File: src/rtl/ex_muldiv_unit_pkg.sv
// Shared instruction-definition constants for the RV32M execute path:
// operand width and the M-extension instr_id encodings used by decode and ID/EX.
package ex_muldiv_unit_pkg;

  localparam int XLEN = 32;

  typedef enum logic [5:0] {
    ID_MUL    = 6'h20,
    ID_MULH   = 6'h21,
    ID_MULHSU = 6'h22,
    ID_MULHU  = 6'h23,
    ID_DIV    = 6'h24,
    ID_DIVU   = 6'h25,
    ID_REM    = 6'h26,
    ID_REMU   = 6'h27
  } instr_id_e;

  function automatic logic op_is_div(input logic [5:0] op);
    return op inside {ID_DIV, ID_DIVU, ID_REM, ID_REMU};
  endfunction

  function automatic logic op_is_rem(input logic [5:0] op);
    return op inside {ID_REM, ID_REMU};
  endfunction

  // Ops that return the upper half of the 64-bit product.
  function automatic logic op_is_high(input logic [5:0] op);
    return op inside {ID_MULH, ID_MULHSU, ID_MULHU};
  endfunction

  function automatic logic op_rs1_signed(input logic [5:0] op);
    return op inside {ID_MULH, ID_MULHSU, ID_DIV, ID_REM};
  endfunction

  function automatic logic op_rs2_signed(input logic [5:0] op);
    return op inside {ID_MULH, ID_DIV, ID_REM};
  endfunction

endpackage

File: src/rtl/ex_muldiv_unit_sign_fix.sv
// Two's-complement conditional negation: magnitude extraction of signed
// operands and sign restoration of the final product/quotient/remainder.
module muldiv_sign_fix #(
  parameter int W = 32
) (
  input  logic [W-1:0] val_in,
  input  logic         neg,
  output logic [W-1:0] val_out
);

  assign val_out = neg ? ({W{1'b0}} - val_in) : val_in;

endmodule

File: src/rtl/ex_muldiv_unit.sv
// Iterative RV32M multiply/divide unit in EX: radix-2 shift-add multiply and
// restoring divide, 32 iterations, stalling the front end until done.
module ex_muldiv_unit #(
  parameter int XLEN = ex_muldiv_unit_pkg::XLEN
) (
  input  logic            clk,
  input  logic            rst,
  input  logic            start,
  input  logic [5:0]      instr_id_in,
  input  logic [XLEN-1:0] rs1_value,
  input  logic [XLEN-1:0] rs2_value,
  input  logic [4:0]      rd_addr_in,
  input  logic            flush,
  output logic            stall_req,
  output logic            busy,
  output logic            done,
  output logic [XLEN-1:0] result,
  output logic [4:0]      rd_addr_out
);
  import ex_muldiv_unit_pkg::*;

  typedef enum logic [1:0] {
    S_IDLE = 2'd0,
    S_RUN  = 2'd1,
    S_DONE = 2'd2
  } state_e;

  localparam logic [XLEN-1:0] INT_MIN = {1'b1, {(XLEN-1){1'b0}}};

  state_e              state_p0;
  logic [4:0]          cnt_p0;
  logic [5:0]          op_p0;
  logic                neg_q_p0;
  logic                neg_r_p0;
  logic [XLEN-1:0]     opb_p0;
  logic [XLEN-1:0]     quo_p0;
  logic [XLEN:0]       rem_p0;
  logic [2*XLEN-1:0]   prod_p0;
  logic                vld_p1;
  logic [XLEN-1:0]     res_p1;

  // Operand magnitudes; index 0 is rs1, index 1 is rs2.
  logic [1:0][XLEN-1:0] opnd_raw;
  logic [1:0][XLEN-1:0] opnd_mag;
  logic [1:0]           opnd_neg;

  assign opnd_raw    = {rs2_value, rs1_value};
  assign opnd_neg[0] = op_rs1_signed(instr_id_in) & rs1_value[XLEN-1];
  assign opnd_neg[1] = op_rs2_signed(instr_id_in) & rs2_value[XLEN-1];

  for (genvar gi = 0; gi < 2; gi++) begin : g_opnd_fix
    muldiv_sign_fix #(.W(XLEN)) u_opnd_fix (
      .val_in  (opnd_raw[gi]),
      .neg     (opnd_neg[gi]),
      .val_out (opnd_mag[gi])
    );
  end

  // Divide-by-zero and signed overflow complete without iterating.
  logic            div_zero;
  logic            div_ovf;
  logic            special;
  logic [XLEN-1:0] special_res;

  assign div_zero = op_is_div(instr_id_in) && (rs2_value == '0);
  assign div_ovf  = ((instr_id_in == ID_DIV) || (instr_id_in == ID_REM)) &&
                    (rs1_value == INT_MIN) && (rs2_value == '1);
  assign special  = div_zero | div_ovf;

  always_comb begin
    special_res = '0;
    if (div_zero)
      special_res = op_is_rem(instr_id_in) ? rs1_value : '1;
    else if (div_ovf)
      special_res = op_is_rem(instr_id_in) ? '0 : INT_MIN;
  end

  // One multiply step: add multiplicand into the high half when the low bit
  // is set, then shift the whole accumulator right.
  logic [XLEN:0]     mul_sum;
  logic [2*XLEN-1:0] prod_nxt;

  assign mul_sum  = {1'b0, prod_p0[2*XLEN-1:XLEN]} +
                    {1'b0, opb_p0 & {XLEN{prod_p0[0]}}};
  assign prod_nxt = {mul_sum, prod_p0[XLEN-1:1]};

  // One restoring-divide step; the extra top bit of the difference flags a
  // trial subtraction that went negative.
  logic [XLEN+1:0] div_shift;
  logic [XLEN+1:0] div_diff;
  logic            div_ge;
  logic [XLEN:0]   rem_nxt;
  logic [XLEN-1:0] quo_nxt;

  assign div_shift = {rem_p0, quo_p0[XLEN-1]};
  assign div_diff  = div_shift - {2'b00, opb_p0};
  assign div_ge    = ~div_diff[XLEN+1];
  assign rem_nxt   = div_ge ? div_diff[XLEN:0] : div_shift[XLEN:0];
  assign quo_nxt   = {quo_p0[XLEN-2:0], div_ge};

  logic [2*XLEN-1:0] fix_in;
  logic [2*XLEN-1:0] fix_out;
  logic              fix_neg;
  logic [XLEN-1:0]   final_res;

  always_comb begin
    fix_in  = prod_nxt;
    fix_neg = neg_q_p0;
    if (op_is_rem(op_p0)) begin
      fix_in  = {{XLEN{1'b0}}, rem_nxt[XLEN-1:0]};
      fix_neg = neg_r_p0;
    end else if (op_is_div(op_p0)) begin
      fix_in  = {{XLEN{1'b0}}, quo_nxt};
    end
  end

  muldiv_sign_fix #(.W(2*XLEN)) u_res_fix (
    .val_in  (fix_in),
    .neg     (fix_neg),
    .val_out (fix_out)
  );

  assign final_res = op_is_high(op_p0) ? fix_out[2*XLEN-1:XLEN] : fix_out[XLEN-1:0];

  // ---- iteration / result register stage ----
  always_ff @(posedge clk or posedge rst) begin
    if (rst) begin
      state_p0    <= S_IDLE;
      cnt_p0      <= '0;
      op_p0       <= '0;
      neg_q_p0    <= 1'b0;
      neg_r_p0    <= 1'b0;
      opb_p0      <= '0;
      quo_p0      <= '0;
      rem_p0      <= '0;
      prod_p0     <= '0;
      vld_p1      <= 1'b0;
      res_p1      <= '0;
      rd_addr_out <= '0;
    end else if (flush) begin
      state_p0    <= S_IDLE;
      cnt_p0      <= '0;
      op_p0       <= '0;
      neg_q_p0    <= 1'b0;
      neg_r_p0    <= 1'b0;
      opb_p0      <= '0;
      quo_p0      <= '0;
      rem_p0      <= '0;
      prod_p0     <= '0;
      vld_p1      <= 1'b0;
      res_p1      <= '0;
      rd_addr_out <= '0;
    end else begin
      case (state_p0)
        S_IDLE: begin
          if (start) begin
            op_p0       <= instr_id_in;
            rd_addr_out <= rd_addr_in;
            neg_q_p0    <= opnd_neg[0] ^ opnd_neg[1];
            neg_r_p0    <= opnd_neg[0];
            opb_p0      <= opnd_mag[1];
            quo_p0      <= opnd_mag[0];
            rem_p0      <= '0;
            prod_p0     <= {{XLEN{1'b0}}, opnd_mag[0]};
            cnt_p0      <= '0;
            if (special) begin
              state_p0 <= S_DONE;
              vld_p1   <= 1'b1;
              res_p1   <= special_res;
            end else begin
              state_p0 <= S_RUN;
            end
          end
        end
        S_RUN: begin
          prod_p0 <= prod_nxt;
          rem_p0  <= rem_nxt;
          quo_p0  <= quo_nxt;
          cnt_p0  <= cnt_p0 + 5'd1;
          if (cnt_p0 == 5'd31) begin
            state_p0 <= S_DONE;
            vld_p1   <= 1'b1;
            res_p1   <= final_res;
          end
        end
        S_DONE: begin
          state_p0 <= S_IDLE;
          vld_p1   <= 1'b0;
          res_p1   <= '0;
        end
        default: begin
          state_p0 <= S_IDLE;
          vld_p1   <= 1'b0;
          res_p1   <= '0;
        end
      endcase
    end
  end

  // A squash arriving in the DONE cycle must kill the result seen by EX/MEM.
  assign done      = vld_p1 & ~flush;
  assign result    = done ? res_p1 : '0;
  assign busy      = (state_p0 != S_IDLE);
  assign stall_req = ((state_p0 == S_IDLE) & start & ~flush) | (state_p0 == S_RUN);

endmodule

File: config.mk
export PLATFORM = sky130hd
export DESIGN_NAME = ex_muldiv_unit
export DESIGN_NICKNAME = d
export VERILOG_FILES = /design/src/rtl/ex_muldiv_unit_pkg.sv /design/src/rtl/ex_muldiv_unit_sign_fix.sv /design/src/rtl/ex_muldiv_unit.sv
export SDC_FILE = /design/constraint.sdc
export NUM_CORES = 1
export LEC_CHECK = 0
export ABC_CLOCK_PERIOD_IN_PS = 7500
export CAP_MARGIN = 30
export CORE_MARGIN = 2
export CORE_UTILIZATION = 25
export CTS_CLUSTER_SIZE = 25
export DETAILED_ROUTE_END_ITERATION = 12
export HOLD_SLACK_MARGIN = 0.1
export PLACE_DENSITY = 0.46
export RECOVER_POWER = 100
export SYNTH_ARGS = -nofsm -noshare
export SYNTH_HDL_FRONTEND = slang
export SYNTH_HIERARCHICAL = 1
export SYNTH_SLANG_ARGS = --single-unit
File: constraint.sdc
create_clock -name clk -period 7.5 [get_ports clk]
set_input_delay 1.125 -clock clk [delete_from_list [all_inputs] [get_ports clk]]
set_output_delay 1.125 -clock clk [all_outputs]
set_load 0.1 [all_outputs]
# After elaboration in Yosys (flattened, before gate mapping)
# Index checks and enable logic that the tools add are counted.
dict set report classes {
  n_addsub 6
  eq_ne 20
  mux 55
  bitwise 11
  reduce_logical 21
}
# operator count
set op_table {}
lappend op_table {{32-bit 2-to-1 mux} 17}
lappend op_table {{64-bit 2-to-1 mux} 5}
lappend op_table {{32-bit one-hot mux with 2 select lines} 2}
lappend op_table {{64-bit one-hot mux with 2 select lines} 1}
lappend op_table {{33-bit 2-to-1 mux} 3}
lappend op_table {{6-bit equality test (second input constant)} 13}
lappend op_table {{33-bit one-hot mux with 2 select lines} 1}
lappend op_table {{32-bit equality test (second input constant)} 2}
lappend op_table {{1-bit by 32-bit subtractor with 32-bit output (first input constant)} 2}
lappend op_table {{1-bit by 64-bit subtractor with 64-bit output (first input constant)} 1}
lappend op_table {{34-bit by 32-bit subtractor with 34-bit output} 1}
lappend op_table {{32-bit by 32-bit adder with 33-bit output} 1}
lappend op_table {{32-bit AND} 1}
lappend op_table {{32-bit logical NOT} 1}
lappend op_table {{5-bit 2-to-1 mux} 5}
lappend op_table {{6-bit 2-to-1 mux} 3}
lappend op_table {{4-bit nonzero test} 3}
lappend op_table {{1-bit 2-to-1 mux} 11}
lappend op_table {{5-bit one-hot mux with 2 select lines} 1}
lappend op_table {{2-bit nonzero test} 5}
lappend op_table {{3-bit inequality test (second input constant)} 3}
lappend op_table {{3-bit nonzero test} 3}
lappend op_table {{2-bit 2-to-1 mux} 4}
lappend op_table {{2-bit AND reduction} 3}
lappend op_table {{13 further kinds} 21}
dict set report totals {
  ff_bits 214
  output_inout_bits 40
}

# Logic depth before layout (Yosys ltp)
dict set report logic_depth {
  word_depth 10
  ltp_mapped 23
  ltp_nobuf 21
}

# Cells and area by module
# The synthesis kept the hierarchy.
# mod n_inst cells_each area_per_inst_um2
set by_module_without_submodules {}
lappend by_module_without_submodules {ex_muldiv_unit 1 1706 14350.0}
lappend by_module_without_submodules {{muldiv_sign_fix at g_opnd_fix[0].u_opnd_fix ...} 2 108 767.0}
lappend by_module_without_submodules {{muldiv_sign_fix at u_res_fix} 1 197 1530.2}

# Worst setup path before layout
# No wires, ideal clock.
dict set report synth_timing {
  path_type {register to register}
  from {register opb_p0[14]}
  to {register res_p1[31]}
  setup_ns 0.094
  arrival_ns 5.173
  path_slack_ns 2.233
  path_stages_with_launch 21
  path_buffers 1
  path_cell_list {dfrtp_1 inv_1 ha_1 and2_4 a221o_1 a21oi_2 o211ai_2 nor4_4 nor4_2 nor3_2 buf_4 mux2i_1 o21ai_1 or4_4 nor4b_4 nand4_4 o41ai_2 xnor2_1 mux2i_1 o22a_1 a211oi_1}
}
dict set report synth_via {
  elab_cells_between_ends 13
  cone_classes {3 x add/sub; 8 x mux; 2 x bitwise}
}
# item line
set synth_lines {}
lappend synth_lines {{start, declared} ex_muldiv_unit.sv:35} ;# logic [XLEN-1:0] opb_p0;
lappend synth_lines {{start signal, assigned} ex_muldiv_unit.sv:161} ;# opb_p0 <= opnd_mag[1];
lappend synth_lines {{34-bit by 32-bit subtractor with 34-bit output} ex_muldiv_unit.sv:96} ;# assign div_diff = div_shift - {2'b00, opb_p0};
lappend synth_lines {{33-bit 2-to-1 mux} ex_muldiv_unit.sv:98} ;# assign rem_nxt = div_ge ? div_diff[XLEN:0] : div_shift[XLEN:0];
lappend synth_lines {{64-bit 2-to-1 mux} ex_muldiv_unit.sv:109} ;# if (op_is_rem(op_p0)) begin
lappend synth_lines {{net fix_in[26]} ex_muldiv_unit.sv:101} ;# logic [2*XLEN-1:0] fix_in;
lappend synth_lines {{1-bit by 64-bit subtractor with 64-bit output} ex_muldiv_unit_sign_fix.sv:11} ;# assign val_out = neg ? ({W{1'b0}} - val_in) : val_in;
lappend synth_lines {{64-bit 2-to-1 mux} ex_muldiv_unit_sign_fix.sv:11}
lappend synth_lines {{net fix_out[63]} ex_muldiv_unit.sv:102} ;# logic [2*XLEN-1:0] fix_out;
lappend synth_lines {{32-bit 2-to-1 mux} ex_muldiv_unit.sv:123} ;# assign final_res = op_is_high(op_p0) ? fix_out[2*XLEN-1:XLEN] : fix_out[XLEN-1:0];
lappend synth_lines {{32-bit 2-to-1 mux} ex_muldiv_unit.sv:180} ;# if (cnt_p0 == 5'd31) begin
lappend synth_lines {{32-bit one-hot mux with 2 select lines} ex_muldiv_unit.sv:154} ;# case (state_p0)
lappend synth_lines {{32-bit 2-to-1 mux} ex_muldiv_unit.sv:140} ;# end else if (flush) begin
lappend synth_lines {{end signal, assigned} ex_muldiv_unit.sv:169} ;# res_p1 <= special_res;
lappend synth_lines {{end signal, assigned} ex_muldiv_unit.sv:183} ;# res_p1 <= final_res;
lappend synth_lines {{end, declared} ex_muldiv_unit.sv:40} ;# logic [XLEN-1:0] res_p1;
# The timed path passes the listed nets, and every way through them passes these cells. The select of a mux whose other input is x is not followed.
# A chain may end at the register's enable or synchronous reset.

# Worst setup path in the final report
dict set report layout_timing {
  from {input port flush}
  to {output port stall_req}
}
dict set report layout_via {
  elab_chain_len 3
}
# item line
set layout_rtl {}
lappend layout_rtl {{start, declared} ex_muldiv_unit.sv:13} ;# input logic flush,
lappend layout_rtl {{1-bit NOT} ex_muldiv_unit.sv:204} ;# assign stall_req = ((state_p0 == S_IDLE) & start & ~flush) | (state_p0 == S_RUN);
lappend layout_rtl {{1-bit AND} ex_muldiv_unit.sv:204}
lappend layout_rtl {{1-bit OR} ex_muldiv_unit.sv:204}
lappend layout_rtl {{end, declared} ex_muldiv_unit.sv:14} ;# output logic stall_req,
# Every way passes these cells.

==> key figures <==
Place
  • Placed inst area: 0.0196 mm²
  • Routability cong.: 0.869
  • Place WS: 0.698 ns
  • Post-DP HPWL: 52500 µm
  • PortBufs: 118

Timing
  • Total negative slack: 0 ns
  • Unrepaired setup endpoints after global routing: false
  • Rel. slew slack: -210%
  • Minimum setup slack in the final design: 0.396 ns
  • Setup Skew: 0.0370 ns
  • Hold Violations, Final: 0
  • Period minus WS final: 7.10 ns
  • Worst-Margin Slew: 4.65 ns
  • Final setup viols: 0
  • Final period utilization: 94.7%
  • Final max-slew violation count: 463
  • Max Clock Freq: 0.141 GHz

Detailed routing
  • WL per Instance: 22.3 µm
  • Vias: 16600
  • Drt drc: 0
  • Drt pass-1 iters: 6
  • Initial DRC Count: 1461
  • Drt via density: 5.30
  • Post-route ant nets: 0
  • Routed WL: 69700 µm

Setup path
  • CP Max Fanout: 46
  • Worst r2r path cells: 20
  • Reg-to-Reg End: res_p1[16]$_DFFE_PP0P_
  • Nature of the critical path startpoint: input port
  • Setup CP Type: in2out
  • Worst EP required: 6.38 ns
  • Delay-heaviest family, CP: buffers and inverters
  • Setup crit end kind: output pin
  • Max incr delay on CP: 1.79 ns
  • Cells along the critical path: dlygate4sd3_1 -> buf_4 -> or2_2 -> nor3b_1 -> clkbuf_1 -> nand2b_1 -> dlygate4sd3_1
  • CP bufs+invs: 4
  • Most used cell, CP: dlygate4sd3_1
  • Reg-to-reg startpoint: opb_p0[14]$_DFFE_PP0P_
  • Crit-path slowest cell: clkbuf_1
  • FF-to-FF setup slack: 0.42 ns
  • Critical Path AT: 5.98 ns

Global route
  • Initial antenna violation count: 1
  • Global route hottest layer: met2
  • Total track usage: 19.3%
  • Number of global-route vias before repair: 16300
  • First-pass GRT wire length: 106000 µm
  • Met3 Usage GRT: 2.20%
  • GR Layer Usage met1: 27.0%
  • Remaining Overflow, GRT: 0
  • Met2 usage: 31.4%
  • Pin count of the biggest net entering global routing: 91

Floorplanning
  • Core ar.: 0.0688 mm²
  • I/O pin count: 119
  • Die area: 0.0718 mm²
  • Initial Util: 25.3%
  • Chip height: 268 µm
  • # rows: 96
  • Die width: 268 µm

CTS
  • Cts hold-fix bufs: 0
  • Clock transition at path regs: 0.06 ns
  • # Post-CTS Setup Buffers: 0
  • CTS Buffer Depth: 3
  • CTS root buf: clkbuf_16
  • CTS tree: yes
  • Total CTS buffers: 28
  • Post-CTS Resized: 0
  • H-tree depth: 1
  • Skew-Pair Late Insertion Delay: 0.59 ns
  • CTS sink count: 214

Min path
  • Worst Hold Endpoint: prod_p0[45]$_DFFE_PP0P_
  • Hold path cells: 2
  • Worst hold path startpoint: prod_p0[45]$_DFFE_PP0P_
  • Hold crit path type: reg2reg

Power and ir drop
  • Power Dens Cells: 314 mW/mm²
  • Sw Ratio: 46.0%
  • Sw Pwr: 2.95 mW
  • Maximum vdd drop: 0.200 mV
  • Internal power: 3.47 mW
  • Static leakage power: 8.30 nW
  • Share of total power in sequential cells: 21.8%
  • Clock power frac: 22.9%
  • Combinational share of power: 55.4%

Cells and area
  • Fin nets: 2318
  • Layout cell share with drive strength beyond 1: 6.21%
  • Synthesis-to-finish area growth: 17.4%
  • Most common cell after layout, fill and taps aside: nand2_1
  • Fin area: 0.0204 mm²
  • Most frequent cells in the layout: 244 x nand2_1, 219 x o21ai_0, 214 x dfrtp_1

Yosys
  • Yosys reg bits: 214
  • Post-Syn Instances: 2119
  • Yosys warns: 6
  • Synth cell types: 81
  • Async SR Flop Fraction: 100%
  • Seq/Total Area, Yosys: 30.8%
  • Netlist Area Pre-Place: 0.0174 mm²
  • Primary FF master, synth: dfrtp_1
  • Average size of a mapped cell: 8.22 µm²
  • Number of flops mapped to enable cells by yosys: 0
  • Syn nets: 2269

Run status
  • Failing checks: max-capacitance violations, max-slew violations
  • Outcome: finished with violations

Flow run
  • Max-cap violation count: 9
-- kinds of logic after synthesis --
| family | synth area share (%) |
|---|---|
| compound gates | 26.2 |
| fa+ha+maj | 5.19 |
| xor+xnor | 8.70 |
| mux | 3.86 |
| flops | 30.8 |
| buf+inv | 4.53 |
| simple gates | 20.8 |
-- registers in the layout, summed over array words and instances (netlist names) --
name	flops
prod_p0	64
rem_p0	33
opb_p0	32
quo_p0	32
res_p1	32
op_p0	6
cnt_p0	5
rd_addr_out	5
state_p0	2
neg_q_p0	1
neg_r_p0	1
vld_p1	1
-- power groups by stage --
stage	Combinational (mW)	Sequential, mW	Clock [mW]
after floorplan	2.49	1.37	0
after global placement	3.52	1.42	0
after detailed placement	3.53	1.42	0
final	3.55	1.40	1.47
after CTS	3.55	1.40	1.51
after global routing	3.84	1.41	1.55
-- layer usage --
layer	vias up	wire length, µm	part of all wire (%)
li1	7781	-	-
met1	8204	32300	46
met2	485	32000	46
met3	90	3410	4.9
met4	0	2070	3.0
met5	-	0	0
-- cell usage after synthesis (7+ instances only) --
| library cell | number | share of area [%] |
|---|---|---|
| a211oi_1 | 9 | 0.39 |
| a21o_1 | 34 | 1.5 |
| a21oi_1 | 152 | 4.4 |
| a22o_1 | 50 | 2.5 |
| a311oi_1 | 16 | 0.80 |
| a31oi_1 | 10 | 0.36 |
| and2_1 | 104 | 3.7 |
| and3_1 | 34 | 1.2 |
| buf_1 | 9 | 0.19 |
| clkbuf_1 | 110 | 2.4 |
| dfrtp_1 | 214 | 31 |
| ha_1 | 69 | 5.0 |
| inv_1 | 66 | 1.4 |
| mux2_2 | 17 | 1.1 |
| mux2i_1 | 48 | 2.8 |
| nand2_1 | 244 | 5.3 |
| nand2b_1 | 19 | 0.68 |
| nand3_1 | 21 | 0.60 |
| nand4_1 | 20 | 0.72 |
| nor2_1 | 107 | 2.3 |
| nor2b_1 | 8 | 0.29 |
| nor3_1 | 20 | 0.57 |
| nor4_1 | 30 | 1.1 |
| o211ai_1 | 8 | 0.34 |
| o21a_1 | 32 | 1.4 |
| o21ai_0 | 185 | 5.3 |
| o21ai_1 | 65 | 1.9 |
| o21bai_1 | 7 | 0.30 |
| o31ai_1 | 57 | 2.5 |
| o41ai_1 | 27 | 1.4 |
| o41ai_2 | 9 | 0.84 |
| or2_2 | 9 | 0.32 |
| or3_1 | 23 | 0.83 |
| or4_1 | 10 | 0.43 |
| or4_4 | 7 | 0.45 |
| xnor2_1 | 150 | 7.5 |
| xor2_1 | 23 | 1.2 |
-- worst max-delay path by stage --
stage	startpoint	endpoint	slack [ns]	cells after the start
after global placement	rem_p0[15]$_DFFE_PP0P_	res_p1[31]$_DFFE_PP0P_	0.76	19
after CTS	opb_p0[14]$_DFFE_PP0P_	res_p1[31]$_DFFE_PP0P_	0.71	20
after detailed placement	opb_p0[14]$_DFFE_PP0P_	res_p1[31]$_DFFE_PP0P_	0.70	20
after global routing	flush	stall_req	0.13	7
after floorplan	rst	cnt_p0[0]$_DFFE_PP0P_	0.52	1
final	flush	stall_req	0.40	7
-- through the flow --
| stage | instances | hold WS, ns | utilization (%) | total power, mW |
|---|---|---|---|---|
| floorplan | 2119 | 0.440 | - | 3.86 |
| global placement | 3065 | 0.464 | 28.4 | 4.94 |
| detailed placement | 3068 | 0.464 | 28.4 | 4.95 |
| CTS | 3119 | 0.480 | 29.9 | 6.46 |
| global route | 3122 | 0.513 | 29.7 | 6.80 |
| finish | 3122 | 0.486 | 29.7 | 6.42 |
-- tightest hold or removal path, cell delays in order, from the launching register on --
cell and delay (ns):
dfrtp_1 0.34, nand2_1 0.05, o21ai_0 0.06
-- area by class of cell --
class                   instances  area [µm²]
fillers                      7323       48400
inverters                      66         249
repair buffers                150        1430
clock inverters                10         186
diodes                          2        5.00
well taps                     931        1160
flip-flops and latches        214        5360
clock buffers                  41         800
multi-input cells            1708       11200
(Power assumes the default switching activity.)
